===== src/rtl/round_ctrl.sv =====
// rtl/round_ctrl.sv - round sequencing controller for a memory/sequence game
//
// Purpose:
//   Tracks one game from start to WIN or LOSE. A game alternates between
//   showing the current sequence (SHOW) and letting the player reproduce it
//   (PLAY). Every correct reproduction advances the round counter. The game
//   is won when the counter reaches MAX_ROUND.
//
// Parameters:
//   MAX_ROUND       round count at which the game is won (1..15)
//   TIMEOUT_CYCLES  PLAY time limit in cycles (ROUND_TIMEOUT_EN builds only)
//
// Configuration macro:
//   ROUND_TIMEOUT_EN  when defined, a PLAY-state timer moves the game to LOSE
//                     after TIMEOUT_CYCLES cycles without a player response.
//                     When undefined, no timer exists and PLAY waits forever.
//
// Ports:
//   clock           in   rising-edge clock
//   reset           in   synchronous, active-high reset
//   start           in   pulse, begins a new game from IDLE, WIN or LOSE
//   setup_level     in   [1:0] level, captured on an accepted start
//   setup_mapa      in   [1:0] colour map, captured on an accepted start
//   show_ack        in   pulse, sequence display has finished
//   seq_done        in   pulse, player reproduced the sequence correctly
//   seq_fail        in   pulse, player made an error
//   show_req        out  high while the sequence should be displayed
//   playing         out  high while in PLAY
//   win             out  high while in WIN
//   lose            out  high while in LOSE
//   REG_SetupLEVEL  out  [1:0] captured level
//   REG_SetupMAPA   out  [1:0] captured colour map
//   round           out  [3:0] sequences completed in the current game
//   points          out  [7:0] registered {REG_SetupLEVEL, round, REG_SetupMAPA}

module round_ctrl #(
  parameter int MAX_ROUND      = 15,
  parameter int TIMEOUT_CYCLES = 1000
) (
  input  logic       clock,
  input  logic       reset,
  input  logic       start,
  input  logic [1:0] setup_level,
  input  logic [1:0] setup_mapa,
  input  logic       show_ack,
  input  logic       seq_done,
  input  logic       seq_fail,
  output logic       show_req,
  output logic       playing,
  output logic       win,
  output logic       lose,
  output logic [1:0] REG_SetupLEVEL,
  output logic [1:0] REG_SetupMAPA,
  output logic [3:0] round,
  output logic [7:0] points
);

  // Elaboration-time guard on the parameter ranges.
  if (MAX_ROUND < 1 || MAX_ROUND > 15 || TIMEOUT_CYCLES < 1) begin : g_param_check
    $error("round_ctrl: MAX_ROUND must be 1..15 and TIMEOUT_CYCLES >= 1");
  end

  localparam logic [4:0] MAX_ROUND_W = 5'(MAX_ROUND);

  typedef enum logic [2:0] {
    S_IDLE = 3'd0,
    S_SHOW = 3'd1,
    S_PLAY = 3'd2,
    S_WIN  = 3'd3,
    S_LOSE = 3'd4
  } state_t;

  state_t     state_q, state_d;
  logic [1:0] level_q, level_d;
  logic [1:0] mapa_q,  mapa_d;
  logic [3:0] round_q, round_d;
  logic [7:0] points_q, points_d;

  logic       start_ok;     // start is only honoured in IDLE, WIN or LOSE
  logic       done_ok;      // a correct reproduction that advances the round
  logic [4:0] round_inc;    // one wider so the compare against MAX_ROUND never wraps
  logic       timeout;      // PLAY time limit reached this cycle

  assign start_ok  = start && (state_q == S_IDLE || state_q == S_WIN || state_q == S_LOSE);
  // seq_fail wins over seq_done; the range test keeps round from ever passing MAX_ROUND.
  assign done_ok   = (state_q == S_PLAY) && seq_done && !seq_fail && ({1'b0, round_q} < MAX_ROUND_W);
  assign round_inc = {1'b0, round_q} + 5'd1;

`ifdef ROUND_TIMEOUT_EN
  localparam int TW = (TIMEOUT_CYCLES > 1) ? $clog2(TIMEOUT_CYCLES + 1) : 1;
  localparam logic [TW-1:0] TIMEOUT_LAST = TW'(TIMEOUT_CYCLES - 1);

  logic [TW-1:0] timer_q, timer_d;

  // The timer is zero whenever the game is outside PLAY, so it starts from
  // zero on every entry. Every exit path from PLAY clears it again before it
  // could overflow.
  always_comb begin
    timer_d = '0;
    if (state_q == S_PLAY) begin
      timer_d = timer_q + TW'(1);
    end
  end

  always_ff @(posedge clock) begin
    if (reset) begin
      timer_q <= '0;
    end else begin
      timer_q <= timer_d;
    end
  end

  // Fires on the TIMEOUT_CYCLES-th PLAY cycle, so the LOSE transition lands
  // on the edge that ends that cycle.
  assign timeout = (state_q == S_PLAY) && (timer_q == TIMEOUT_LAST);
`else
  assign timeout = 1'b0;
`endif

  // State and datapath registers.
  always_ff @(posedge clock) begin
    if (reset) begin
      state_q  <= S_IDLE;
      level_q  <= 2'd0;
      mapa_q   <= 2'd0;
      round_q  <= 4'd0;
      points_q <= 8'd0;
    end else begin
      state_q  <= state_d;
      level_q  <= level_d;
      mapa_q   <= mapa_d;
      round_q  <= round_d;
      points_q <= points_d;
    end
  end

  // Next-state logic.
  always_comb begin
    state_d = state_q;
    unique case (state_q)
      S_IDLE, S_WIN, S_LOSE: begin
        if (start_ok) begin
          state_d = S_SHOW;
        end
      end
      S_SHOW: begin
        if (show_ack) begin
          state_d = S_PLAY;
        end
      end
      S_PLAY: begin
        if (seq_fail) begin
          state_d = S_LOSE;
        end else if (seq_done) begin
          state_d = (round_inc >= MAX_ROUND_W) ? S_WIN : S_SHOW;
        end else if (timeout) begin
          state_d = S_LOSE;
        end
      end
      default: begin
        state_d = S_IDLE;
      end
    endcase
  end

  // Datapath: setup capture, round counter and the score word.
  always_comb begin
    level_d = level_q;
    mapa_d  = mapa_q;
    round_d = round_q;
    if (start_ok) begin
      level_d = setup_level;
      mapa_d  = setup_mapa;
      round_d = 4'd0;
    end else if (done_ok) begin
      round_d = round_inc[3:0];
    end
    // points follows the live registers with exactly one cycle of lag. Those
    // registers only move on start or seq_done, so points holds in WIN/LOSE.
    points_d = {level_q, round_q, mapa_q};
  end

  // Output decode, purely from registered state.
  always_comb begin
    show_req = (state_q == S_SHOW);
    playing  = (state_q == S_PLAY);
    win      = (state_q == S_WIN);
    lose     = (state_q == S_LOSE);
  end

  assign REG_SetupLEVEL = level_q;
  assign REG_SetupMAPA  = mapa_q;
  assign round          = round_q;
  assign points         = points_q;

endmodule


===== config.mk =====
export PLATFORM = sky130hd
export DESIGN_NAME = round_ctrl
export DESIGN_NICKNAME = d
export VERILOG_FILES = /design/src/rtl/round_ctrl.sv
export SDC_FILE = /design/constraint.sdc
export NUM_CORES = 1
export LEC_CHECK = 0
export BUFFER_PORTS_ARGS = -buffer_cell sky130_fd_sc_hd__buf_2
export CAP_MARGIN = 20
export CORE_MARGIN = 8
export CORE_UTILIZATION = 25
export DETAILED_ROUTE_END_ITERATION = 10
export GPL_TIMING_DRIVEN = 0
export PLACE_DENSITY_LB_ADDON = 0.25
export SETUP_SLACK_MARGIN = 0.15
export SLEW_MARGIN = 10
export SYNTH_ARGS = -nofsm -noshare
export SYNTH_HDL_FRONTEND = slang
export SYNTH_SLANG_ARGS = --single-unit

===== constraint.sdc =====
create_clock -name clock -period 1.7 [get_ports clock]
set_clock_uncertainty 0.1 [all_clocks]
set_input_delay 0.255 -clock clock [delete_from_list [all_inputs] [get_ports clock]]
set_output_delay 0.255 -clock clock [all_outputs]
set_load 0.05 [all_outputs]

# ---- Word level (Yosys, flattened, before mapping)
# Cells that the tools add are included.
dict set report word_totals {
  register_bits 19
  inputBits 10
  output_inout_bits 20
}
dict set report classes {
  n_addsub 1
  n_lt_le_gt_ge 2
  eq_ne 7
  mux 6
  reduce_logical 11
}
# operator n
set ops {}
lappend ops {{3-bit 2-to-1 mux} 4}
lappend ops {{3-bit one-hot mux with 3 select lines} 1}
lappend ops {{3-bit by 2-bit == test with 1-bit output (second input constant)} 2}
lappend ops {{4-bit by 1-bit adder with 5-bit output (second input constant)} 1}
lappend ops {{5-bit by 4-bit >= comparator with 1-bit output (second input constant)} 1}
lappend ops {{1-bit logical AND} 4}
lappend ops {{4-bit less-than comparator (second input constant)} 1}
lappend ops {{2-bit != test (second input constant)} 2}
lappend ops {{3-bit by 1-bit == test with 1-bit output (second input constant)} 1}
lappend ops {{3-bit == test (second input constant)} 1}
lappend ops {{3-bit logical NOT} 1}
lappend ops {{3-bit != test (second input constant)} 1}
lappend ops {{3-bit AND reduction} 1}
lappend ops {{3-bit OR reduction} 1}
lappend ops {{1-bit logical OR} 2}
lappend ops {{2-bit 2-to-1 mux} 1}
lappend ops {{2-bit OR reduction} 1}
lappend ops {{1-bit logical NOT} 1}

# ---- Depth between registers and ports, before layout
dict set report logic_depth {
  word_depth 6
  mapped_depth 6
}

# ---- Least setup slack after synthesis
# No wires, ideal clock.
dict set report synth_path {
  path_type {register to register}
  from {register round_q[0], in the netlist round[0]}
  to {register state_q[1]}
  setup_ns 0.071
  arrival_ns 1.804
  required_time_ns 1.529
  slack_ns -0.275
  stages_incl_launch_ff 7
  path_buffers 0
  path_cell_list {dfxtp_1 -> inv_1 -> ha_1 -> o21ba_2 -> a211oi_1 -> o211ai_1 -> a21oi_1}
}
dict set report synth_between {
  elab_chain_len 6
}
# item line_no
set synth_rtl {}
lappend synth_rtl {{start, declared} 76} ;# logic [3:0] round_q, round_d;
lappend synth_rtl {{start signal, assigned} 132} ;# round_q <= round_d;
lappend synth_rtl {{4-bit by 1-bit adder with 5-bit output} 87} ;# assign round_inc = {1'b0, round_q} + 5'd1;
lappend synth_rtl {{net round_inc[0]} 81} ;# logic [4:0] round_inc;
lappend synth_rtl {{5-bit by 4-bit >= comparator with 1-bit output} 155} ;# state_d = (round_inc >= MAX_ROUND_W) ? S_WIN : S_SHOW;
lappend synth_rtl {{2-bit 2-to-1 mux} 155}
lappend synth_rtl {{3-bit 2-to-1 mux} 154} ;# end else if (seq_done) begin
lappend synth_rtl {{3-bit 2-to-1 mux} 152} ;# if (seq_fail) begin
lappend synth_rtl {{3-bit one-hot mux with 3 select lines} 140} ;# unique case (state_q)
lappend synth_rtl {{end signal, assigned} 129} ;# state_q <= state_d;
lappend synth_rtl {{end, declared} 73} ;# state_t state_q, state_d;
# The timed path passes the listed nets, and every way through them passes these cells. The select of a mux whose other input is x is not followed.
# A chain may end at the register's enable or synchronous reset.

# ---- Worst setup path after layout
dict set report layout_path {
  from {register state_q[0]}
  to {output win}
}
dict set report layout_between {
  elab_chain_len 1
}
# item line_no
set layout_rtl {}
lappend layout_rtl {{3-bit by 2-bit == test with 1-bit output} 187} ;# win = (state_q == S_WIN);
lappend layout_rtl {{end, declared} 50} ;# output logic win,
# No other way between the ends.

==> results.txt <==
Reg clk slew, reported paths: 110 ps
Flop pwr share: 52.8%
vias: 722
CTS Sinks: 19
Power Density: 748 nW/um^2
Detail Placement HPWL: 1520 um
CP startpoint kind: flop
# diodes: 0
Core Region: 3310 um^2
DRT antenna net count: 0
fill cell count: 354
Die Span Y: 74.5 um
routability cong.: 0.794
fin util: 35.9%
sequential element share of the synthesized area: 44.5%
clk buf depth: 2
# setup viols final: 0
Via-to-Cell Ratio: 4.30
max-cap check violation count: 0
max-slew violations: 0
Logic pwr share: 21.8%
ys flop type: dfxtp_1
number of port buffers: 29
worst reg2reg path depth: 5
RSZ-0062 raised after global routing: true
sw power: 0.272 mW
hold buffers post-CTS: 0
Initial DRT Pass Iterations: 3
ranking of synthesized cells by area: dfxtp_1 (45%), nor2_1 (6.1%), nor2b_1 (5.1%)
outcome: complete, no violations
top-count cell post-synth: dfxtp_1
clock root cell: clkbuf_4
Slew Limit Headroom: 68.7%
worst setup path category: flop to primary output
Tightest Pin Transition: 469 ps
number of flops mapped to enable cells by yosys: 0
setup_tns: 0 ps
TritonCTS clock tree: yes
CP max FO: 5
fin cells: 168
clk_lat worst skew: 290 ps
Clock H-tree levels: 1
Data required, critical path: 1340 ps
first-pass GRT wire length: 3330 um
WL per Instance: 12.1 um
Synth top area share: 44.5%
Total Wirelength: 2030 um
share of cells above drive strength 1: 49.2%
initial antenna violation count: 0
number of global-route vias before repair: 707
period utilization: 89.8%
Die Width: 74.5 um
P&R area growth vs syn: 39.1%
largest net degree at the start of global routing: 12
post-synth net total: 99
fmax: 655 MHz
post-synthesis cell count: 87
residual DRC count: 0
IO Count: 30
Synth cell types: 32
Tot GR Track Use: 7.63%
Placed Area: 1080 um^2
synthesized cell area: 855 um^2
total internal power: 0.617 mW
Static Leakage: 0.516 nW
Initial Util: 25.8%
Synth Area per Inst: 9.82 um^2
die footprint: 5550 um^2
flops & latches, synth: 19
row count: 21
clock share of power: 25.4%
DP Cell Count: 162
post-synth top area cell: dfxtp_1
Synth warnings: 0
commonest cells in the synthesized netlist: dfxtp_1 (19), nor2_1 (14), nor2b_1 (7), a21oi_1 (6), inv_1 (5)
Switching Fraction: 30.6%
initial drt markers: 12
Num CTS Buffers: 3
Final Net Count: 135
worst hold path depth: 3
Peak VDD IR: 0.328 mV
asr flop ratio synth: 0%
Finished Cell Area: 1190 um^2
crit path DAT: 1170 ps
Hold Fails Final Rpt: 0
crit path time final: 1530 ps
Min-Delay Path Class: input port to flop
CP Capture Type: primary output
total gr overflow: 0
-- cells in the final DEF, fill, tap and decap left out, drive strengths merged --
cell,netlist,final
o21ba,1,1
nand3,1,1
and3b,1,1
nor4b,1,1
nor2,14,14
a211oi,2,2
clkinv,0,1
o22ai,1,1
nor2b,7,7
nor3,2,2
o21bai,1,1
o211ai,1,1
and2,3,3
and3,2,2
buf,1,32
o21ai,1,1
xnor2,1,1
mux2i,4,4
a311oi,2,2
mux2,1,1
ha,2,2
a2bb2oi,1,1
nand2b,4,4
dfxtp,19,19
inv,5,5
clkbuf,1,4
a21oi,6,6
a31oi,1,1
or3,1,1
-- path summary, 6_finish.rpt --
kind,from,endpoint,slack (ps)
worst max-delay path,state_q[0],win,170
worst min-delay path,setup_mapa[0],REG_SetupMAPA[0],90
worst max register to register,state_q[0],round[3],190
worst min register to register,REG_SetupMAPA[1],points[1],380
-- through the flow --
| step | hold slack (ps) | worst slack [ps] | power [mW] |
|---|---|---|---|
| 5_1_grt | 86.8 | 93.6 | 0.944 |
| 4_1_cts | 83.3 | 159 | 0.899 |
| 3_3_place_gp | 365 | 151 | 0.652 |
| 2_1_floorplan | 227 | 107 | 0.607 |
| 3_5_place_dp | 373 | 134 | 0.653 |
| 6_report | 89.5 | 173 | 0.889 |
-- final cells by class --
cell class / instances / area, um^2 / area share [%]
multi-input combinational: 61 / 482 / 40.5
sequential: 19 / 398 / 33.5
timing repair buffer: 31 / 190 / 16.0
tap: 46 / 57.6 / 4.84
clock buffer: 3 / 22.5 / 1.89
inverter: 5 / 18.8 / 1.58
buffer: 2 / 15.0 / 1.26
clock inverter: 1 / 5.00 / 0.421
-- state kept, by name, summed over array words and instances (netlist names) --
name and cells:
points 8, round 4, REG_SetupLEVEL 2, REG_SetupMAPA 2, state_q 3
-- cells by family after synthesis --
logic type               count (synthesis)  synth area share [%]
buffers and inverters                    7                  3.95
adder cells (fa/ha/maj)                  2                  2.93
XOR/XNOR                                 1                  1.03
AO/OA/AOI/OAI                           17                  16.7
multiplexers                             5                  6.00
AND/OR/NAND/NOR                         36                  24.9
flip-flops                              19                  44.5
-- power by group through the flow --
stage / Combinational (mW) / Sequential (mW) / Clock, mW
after floorplan: 0.0874 / 0.519 / 0
after global placement: 0.173 / 0.478 / 0
after detailed placement: 0.174 / 0.479 / 0
after CTS: 0.190 / 0.471 / 0.238
after global routing: 0.209 / 0.473 / 0.263
final: 0.194 / 0.470 / 0.226
-- per-layer routing --
| metal | wire length (um) | GRT usage (%) | vias to the layer above |
|---|---|---|---|
| li1 | - | - | 371 |
| met1 | 943 | 9.42 | 327 |
| met2 | 897 | 11.0 | 22 |
| met3 | 165 | 2.29 | 2 |
| met4 | 27 | 5.22 | 0 |
| met5 | 0 | 0 | - |
-- repair_timing --
| item | 4_1_cts | 5_1_grt |
|---|---|---|
| resized for setup | 14 | 9 |
| setup buffers | 1 | 0 |
| gates cloned | 1 | 0 |
| hold endpoints to repair | 0 | 0 |
| pin swaps | 1 | 4 |
| endpoints found under the setup margin | 5 | 12 |
-- critical path, cell delays in order, from the launching register on --
cell     delay, ps
dfxtp_2        360
buf_6          120
and3b_2        240
buf_8          160
Note: power is estimated with default switching activity, not from simulation.
